--- src/rtl/lcd_host.sv ---
// Host sequencer for the 12x9 LCD controller: issues commands, streams the 108-byte image and collects 16 result pixels per command.
// Latency: one issue cycle after acceptance; the image byte reaches the controller one cycle after its read; each pixel is returned one cycle after capture.
// Backpressure: req_ready is high only in IDLE while the controller is not busy; the result port has no backpressure.
module lcd_host #(
    parameter int IMG_BYTES = 108,
    parameter int OUT_PIX   = 16,
    parameter int TIMEOUT   = 255
) (
    input  logic       clk,
    input  logic       reset,
    input  logic       req_valid,
    input  logic [2:0] req_cmd,
    output logic       req_ready,
    output logic       img_rd,
    output logic [6:0] img_addr,
    input  logic [7:0] img_data,
    output logic [2:0] lcd_cmd,
    output logic       lcd_cmd_valid,
    output logic [7:0] lcd_datain,
    input  logic [7:0] lcd_dataout,
    input  logic       lcd_output_valid,
    input  logic       lcd_busy,
    output logic       res_valid,
    output logic [7:0] res_data,
    output logic [3:0] res_idx,
    output logic       cmd_done,
    output logic       err
);

    typedef enum logic [1:0] {IDLE, ISSUE, LOAD, COLLECT} state_t;

    localparam logic [2:0] CMD_LOAD    = 3'd0;
    localparam logic [2:0] CMD_ILLEGAL = 3'd7;
    localparam logic [6:0] LAST_ADDR   = 7'(IMG_BYTES - 1);
    localparam logic [3:0] LAST_PIX    = 4'(OUT_PIX - 1);
    localparam logic [7:0] WDOG_LAST   = 8'(TIMEOUT - 1);

    state_t     state_q, state_d;
    logic [2:0] cmd_q, cmd_d;
    logic [6:0] addr_q, addr_d;
    logic [3:0] cnt_q, cnt_d;
    logic [7:0] wdog_q, wdog_d;
    logic       res_valid_q, res_valid_d;
    logic [7:0] res_data_q, res_data_d;
    logic [3:0] res_idx_q, res_idx_d;
    logic       done_q, done_d;
    logic       err_q, err_d;

    // Image bytes pass straight through so the memory's one-cycle read latency sets the alignment.
    assign lcd_datain = img_data;
    assign res_valid  = res_valid_q;
    assign res_data   = res_data_q;
    assign res_idx    = res_idx_q;
    assign cmd_done   = done_q;
    assign err        = err_q;

    // State and result registers; reset drops everything, no completion is reported for an aborted command.
    always_ff @(posedge clk or posedge reset) begin
        if (reset) begin
            state_q     <= IDLE;
            cmd_q       <= 3'd0;
            addr_q      <= 7'd0;
            cnt_q       <= 4'd0;
            wdog_q      <= 8'd0;
            res_valid_q <= 1'b0;
            res_data_q  <= 8'd0;
            res_idx_q   <= 4'd0;
            done_q      <= 1'b0;
            err_q       <= 1'b0;
        end else begin
            state_q     <= state_d;
            cmd_q       <= cmd_d;
            addr_q      <= addr_d;
            cnt_q       <= cnt_d;
            wdog_q      <= wdog_d;
            res_valid_q <= res_valid_d;
            res_data_q  <= res_data_d;
            res_idx_q   <= res_idx_d;
            done_q      <= done_d;
            err_q       <= err_d;
        end
    end

    // Next-state and controller-facing strobes for the IDLE/ISSUE/LOAD/COLLECT sequence.
    always_comb begin
        state_d       = state_q;
        cmd_d         = cmd_q;
        addr_d        = addr_q;
        cnt_d         = cnt_q;
        wdog_d        = wdog_q;
        res_valid_d   = 1'b0;
        res_data_d    = res_data_q;
        res_idx_d     = res_idx_q;
        done_d        = 1'b0;
        err_d         = 1'b0;
        req_ready     = 1'b0;
        lcd_cmd_valid = 1'b0;
        lcd_cmd       = 3'd0;
        img_rd        = 1'b0;
        img_addr      = 7'd0;
        case (state_q)
            IDLE: begin
                // Gated by reset so the port reads 0 while reset is held.
                req_ready = !lcd_busy && !reset;
                if (req_valid && !lcd_busy) begin
                    cmd_d = req_cmd;
                    if (req_cmd == CMD_ILLEGAL) begin
                        done_d = 1'b1;
                        err_d  = 1'b1;
                    end else begin
                        state_d = ISSUE;
                    end
                end
            end
            ISSUE: begin
                lcd_cmd_valid = 1'b1;
                lcd_cmd       = cmd_q;
                cnt_d         = 4'd0;
                wdog_d        = 8'd0;
                if (cmd_q == CMD_LOAD) begin
                    // Address 0 is read alongside the command so byte k lands k+1 cycles later.
                    img_rd   = 1'b1;
                    img_addr = 7'd0;
                    addr_d   = 7'd1;
                    state_d  = LOAD;
                end else begin
                    state_d = COLLECT;
                end
            end
            LOAD: begin
                img_rd   = 1'b1;
                img_addr = addr_q;
                if (addr_q == LAST_ADDR) begin
                    addr_d  = 7'd0;
                    state_d = COLLECT;
                end else begin
                    addr_d = addr_q + 7'd1;
                end
            end
            COLLECT: begin
                if (lcd_output_valid) begin
                    res_valid_d = 1'b1;
                    res_data_d  = lcd_dataout;
                    res_idx_d   = cnt_q;
                    wdog_d      = 8'd0;
                    if (cnt_q == LAST_PIX) begin
                        done_d  = 1'b1;
                        cnt_d   = 4'd0;
                        state_d = IDLE;
                    end else begin
                        cnt_d = cnt_q + 4'd1;
                    end
                end else if (wdog_q == WDOG_LAST) begin
                    // The idle count has hit TIMEOUT: abandon the command.
                    done_d  = 1'b1;
                    err_d   = 1'b1;
                    cnt_d   = 4'd0;
                    wdog_d  = 8'd0;
                    state_d = IDLE;
                end else begin
                    wdog_d = wdog_q + 8'd1;
                end
            end
            default: state_d = IDLE;
        endcase
    end

endmodule

--- config.mk ---
export PLATFORM = sky130hd
export DESIGN_NAME = lcd_host
export DESIGN_NICKNAME = d
export VERILOG_FILES = /design/src/rtl/lcd_host.sv
export SDC_FILE = /design/constraint.sdc
export NUM_CORES = 1
export LEC_CHECK = 0
export ABC_AREA = 1
export CAP_MARGIN = 20
export CORE_UTILIZATION = 35
export DETAILED_ROUTE_END_ITERATION = 6
export PLACE_DENSITY = 0.74
export SYNTH_ARGS = -nofsm -noshare
export SYNTH_HDL_FRONTEND = slang
export SYNTH_SLANG_ARGS = --single-unit
--- constraint.sdc ---
create_clock -name clk -period 1.9 [get_ports clk]
set_input_delay 0.475 -clock clk [delete_from_list [all_inputs] [get_ports clk]]
set_output_delay 0.475 -clock clk [all_outputs]
set_load 0.05 [all_outputs]
== Yosys cells after proc, flatten, opt, wreduce, memory -nomap -nowiden ==
Cells that the tools add are included.

* Flip-flop bits (word level): 39
* Bits in latches: 0
* Bits in writable memories: 0
* Memory bits (read-only): 0
* Bits of input ports: 24
* Output and inout port bits: 36
* Logic and storage cells: 73
* Memories kept: 0

* Add/subtract/negate cells: 3
* Multipliers: 0
* Div/mod/pow operators: 0
* Magnitude comparators: 0
* Equal/unequal tests: 13
* Shift operators: 0
* Mux-type cells: 34
* Bitwise gates (word level): 0
* Reductions and logical operators: 13

{| class="wikitable"
|+ Operators by type and width
! cell !! count
|-
| 7-bit two-way mux || 3
|-
| 8-bit two-way mux || 2
|-
| 8-bit one-hot mux with 2 select lines || 1
|-
| 7-bit one-hot mux with 2 select lines || 1
|-
| 1-bit two-way mux || 12
|-
| 2-bit two-way mux || 6
|-
| 4-bit two-way mux || 3
|-
| 8-bit by 1-bit adder with 8-bit output, second input constant || 1
|-
| 8-bit == test, second input constant || 1
|-
| 2-bit inequality test, second input constant || 4
|-
| 2-bit one-hot mux with 4 select lines || 1
|-
| 4-bit one-hot mux with 2 select lines || 1
|-
| 2-bit AND reduction || 4
|-
| 7-bit by 1-bit adder with 7-bit output, second input constant || 1
|-
| 7-bit == test, second input constant || 1
|-
| 3-bit inequality test, second input constant || 2
|-
| 1-bit one-hot mux with 2 select lines || 3
|-
| 5-bit AND reduction || 1
|-
| 4-bit by 1-bit adder with 4-bit output, second input constant || 1
|-
| 2-bit == test, second input constant || 2
|-
| 4-bit == test, second input constant || 1
|-
| 2-bit nonzero test || 2
|-
| 3-bit == test, second input constant || 1
|-
| 3-bit zero test || 1
|-
| other kinds (5) || 7
|}

== Depth between registers and ports, before layout ==
* Depth after elaboration: 4
* Depth in mapped cells: 9
* Depth with buffers taken out: 9

== Least setup slack after synthesis ==
No wires, ideal clock.

* Path kind: reg2out
* Start point: register state_q[1]
* End point: output port img_rd
* Arrival: 2438 ps
* Data required time: 1425 ps
* Setup slack: -1013 ps
* Stages on the path, launching flop included: 5
* Buffers on the path: 0
* Cell sequence: dfrtp_1 -> inv_1 -> ha_1 -> nand3_1 -> a21boi_0

* Word-level cells in the longest chain between the ends: 2
* Elaborated cells between the ends (all ways): 3

{| class="wikitable"
|+ RTL lines
! element !! RTL line !! source
|-
| start: declaration || 38 || <nowiki>state_t state_q, state_d;</nowiki>
|-
| start signal: assignment || 71 || <nowiki>state_q <= state_d;</nowiki>
|-
| 2-bit == test / 2-bit by 1-bit == test with 1-bit output (equally long branches) || 101 || <nowiki>case (state_q)</nowiki>
|-
| 1-bit one-hot mux with 2 select lines * || 101 ||
|-
| end: declaration || 14 || <nowiki>output logic img_rd,</nowiki>
|}

Every way passes the cells marked *; elsewhere a longest branch is shown, timed or not.

== Worst setup path after layout ==
Ends and elaborated chain as after synthesis.

==> flow_metrics.tcl <==
set metrics [dict create \
    worst_setup_path_start_kind "register" \
    vias_per_cell 4.685 \
    synth_area_sq_um 2137 \
    cts.clk_slew.worst_paths_ps 80 \
    cpMaxStageDelayCell "dfrtp_1" \
    instances_no_fill 400 \
    ys_seq_elements 39 \
    dr.pass1.iters 4 \
    path_cells "inv_2 -> ha_4 -> a21boi_4 -> buf_12" \
    synth_area_per_cell_sq_um 7.743 \
    cts_tree "yes" \
    max_freq_mhz 528.9 \
    worst_r2r_path_depth 8 \
    numCtsBuffers 5 \
    hold_buffers 0 \
    irDropWorstVdd_v 0.0006096 \
    num-fill-cells 505 \
    core_area_sq_um 5921 \
    n_antenna_cell 0 \
    power_density_nw_per_um2 1456 \
    crit_path_end_kind "output port" \
    route.met3.wl_um 219 \
    grtUsageTotal 0.1551 \
    top_layer "met4" \
    yosysSeqAreaShare 0.4567 \
    cts.root.buffer_cell "clkbuf_8" \
    clock_latency_ps 290 \
    vias 1874 \
    clkSinkCount 39 \
    hp-start "res_data[7]" \
    whs_ps 480.2 \
    ant_nets 0 \
    worstHoldPathCells 2 \
    layout_common_cells "84 x nand2_1, 39 x dfrtp_1, 23 x inv_1, 23 x buf_4, 21 x nand3_1" \
    grt_overflow 0 \
    die_x_um 80.14 \
    hpwl_mm 3.119 \
    max_stage_delay_ps 400 \
    synthesis.nets 309 \
    drive_gt1_frac 0.2615 \
    report.final.hold_viol_count 0 \
    max_cap_violations 0 \
    ios 60 \
    finalSetupViolCount 0 \
    wl_mm 4.472 \
    status "completed" \
    skew_ps 9.705 \
    grt_pass1_wl_mm 7.728 \
    slew_violations 0 \
    route.met2.wl_mm 2.143 \
    ctsHtreeMaxLevel 2 \
    synth_edf_count 0 \
    port_buffers 43 \
    antenna_found_initial 0 \
    r2r-end "addr_q[6]" \
    synthCells 276 \
    drt-met1-wl_mm 1.992 \
    hp-class "reg2reg" \
    min_to "res_data[7]" \
    utilization 0.5019 \
    synthArstFlopShare 1.000 \
    wire_per_inst_um 11.18 \
    worst-r2r-setup-slack_ps 190 \
    arrival_ps 1420 \
    start_util 0.3609 \
    crit_required_ps 1420 \
    nNetsFinal 357 \
    period_share 0.9951 \
    drtIter0Drc 64 \
    die_h_um 80.14 \
    grt_max_degree 40 \
    synth_flop_cell "dfrtp_1" \
    ctsLongestPathBuffers 2 \
    drc_errors 0 \
    rsz0062_at_grt "true" \
    grt_pass1_vias 1811 \
    worstPathMaxFanout 4 \
    synth_cell_types 28 \
    dp_cells 386 \
    synthToLayoutAreaGrowth_pct 39.05 \
    critical_path_class "reg2out" \
    period_minus_slack_ps 1891 \
    max_slew_margin 0.7642 \
    die-area_sq_um 6422 \
    fp-row-count 28 \
    final_common_cell "nand2_1" \
    r2r_start "state_q[0]" \
    place.gp.congestion 0.8113 \
    leakagePower_uw 0.001482 \
    synth_warnings 0 \
    tightest_slew_ps 353.3 \
]
[registers in the layout, summed over array words and instances, names as in the netlist]
signal,count
cmd_done,1
cmd_q,3
cnt_q,4
res_idx,4
addr_q,7
wdog_q,8
state_q,2
res_data,8
res_valid,1
err,1
[cell usage after synthesis (3+ instances only)]
master	number	area share
nand4_1	5	0.015
nor2_1	18	0.032
a21oi_1	7	0.016
nand3_1	22	0.052
buf_4	9	0.032
buf_2	3	0.0070
nand2_1	90	0.16
ha_1	9	0.053
dfrtp_1	39	0.46
o21ai_1	6	0.014
nand2_2	5	0.015
xor2_1	3	0.012
inv_2	3	0.0053
o21ai_0	8	0.019
inv_1	33	0.058
[through the flow]
| step | total power [uW] | area (sq um) | setup slack (ps) | setup TNS [ps] |
|---|---|---|---|---|
| after floorplan | 2724 | 2148 | -182.3 | -182.3 |
| after global placement | 3371 | 2733 | 93.53 | 0 |
| after detailed placement | 3426 | 2733 | 85.86 | 0 |
| after CTS | 4301 | 2947 | 2.694 | 0 |
| after global routing | 4620 | 2972 | -39.81 | -266.6 |
| final | 4327 | 2972 | 9.287 | 0 |
[critical path, delay by kind of cell, from the launching register on]
| family | cells | cell delay [ps] |
|---|---|---|
| buffers and inverters | 2 | 240 |
| adders and majority gates | 1 | 290 |
| AOI/OAI and AO/OA | 1 | 200 |
| DFF | 1 | 400 |
[routing by layer]
metal  track usage  vias up
met3       0.03864       10
met5             0        -
met2        0.2624       62
met1        0.1798      860
met4       0.08214        0
li1              -      942
[where the power goes]
group          leakage [uW]  switching [uW]  internal (uW)
sequential         0.000518             171           1060
combinational      0.000913            1530            953
clock             0.0000505             290            330
[area by class of cell]
type,instances,area [sq um],share of cell area
Multi-Input combinational cell,187,1026,0.3453
Sequential cell,39,975.9,0.3284
Timing Repair Buffer,55,636.9,0.2143
Inverter,36,135.1,0.04547
Clock buffer,7,96.34,0.03242
Tap cell,75,93.84,0.03158
Clock inverter,1,7.507,0.002526
[timing repair]
| action | in CTS | in global routing |
|---|---|---|
| gates resized for setup | 16 | 12 |
| cloned | 0 | 0 |
| pin swaps | 2 | 3 |
| setup buffers | 6 | 0 |
| endpoints found under the setup margin | 11 | 11 |
[worst max-delay path by stage]
stage | slack [ps] | endpoint | cells after the start | startpoint
finish | 9 | img_rd | 4 | state_q[1]
global route | -40 | img_rd | 5 | state_q[1]
CTS | 3 | img_addr[4] | 6 | state_q[0]
detailed placement | 90 | req_ready | 3 | lcd_busy
global placement | 90 | req_ready | 3 | lcd_busy
floorplan | -180 | img_rd | 4 | state_q[1]
[cells by family after synthesis]
logic type,Yosys count,synth area share
buffers and inverters,50,0.1054
XOR/XNOR,5,0.02050
adder cells (fa/ha/maj),9,0.05269
AO/OA/AOI/OAI,25,0.06207
flip-flops,39,0.4567
AND/OR/NAND/NOR,148,0.3027
No activity file was read; power rests on OpenSTA's default activity.
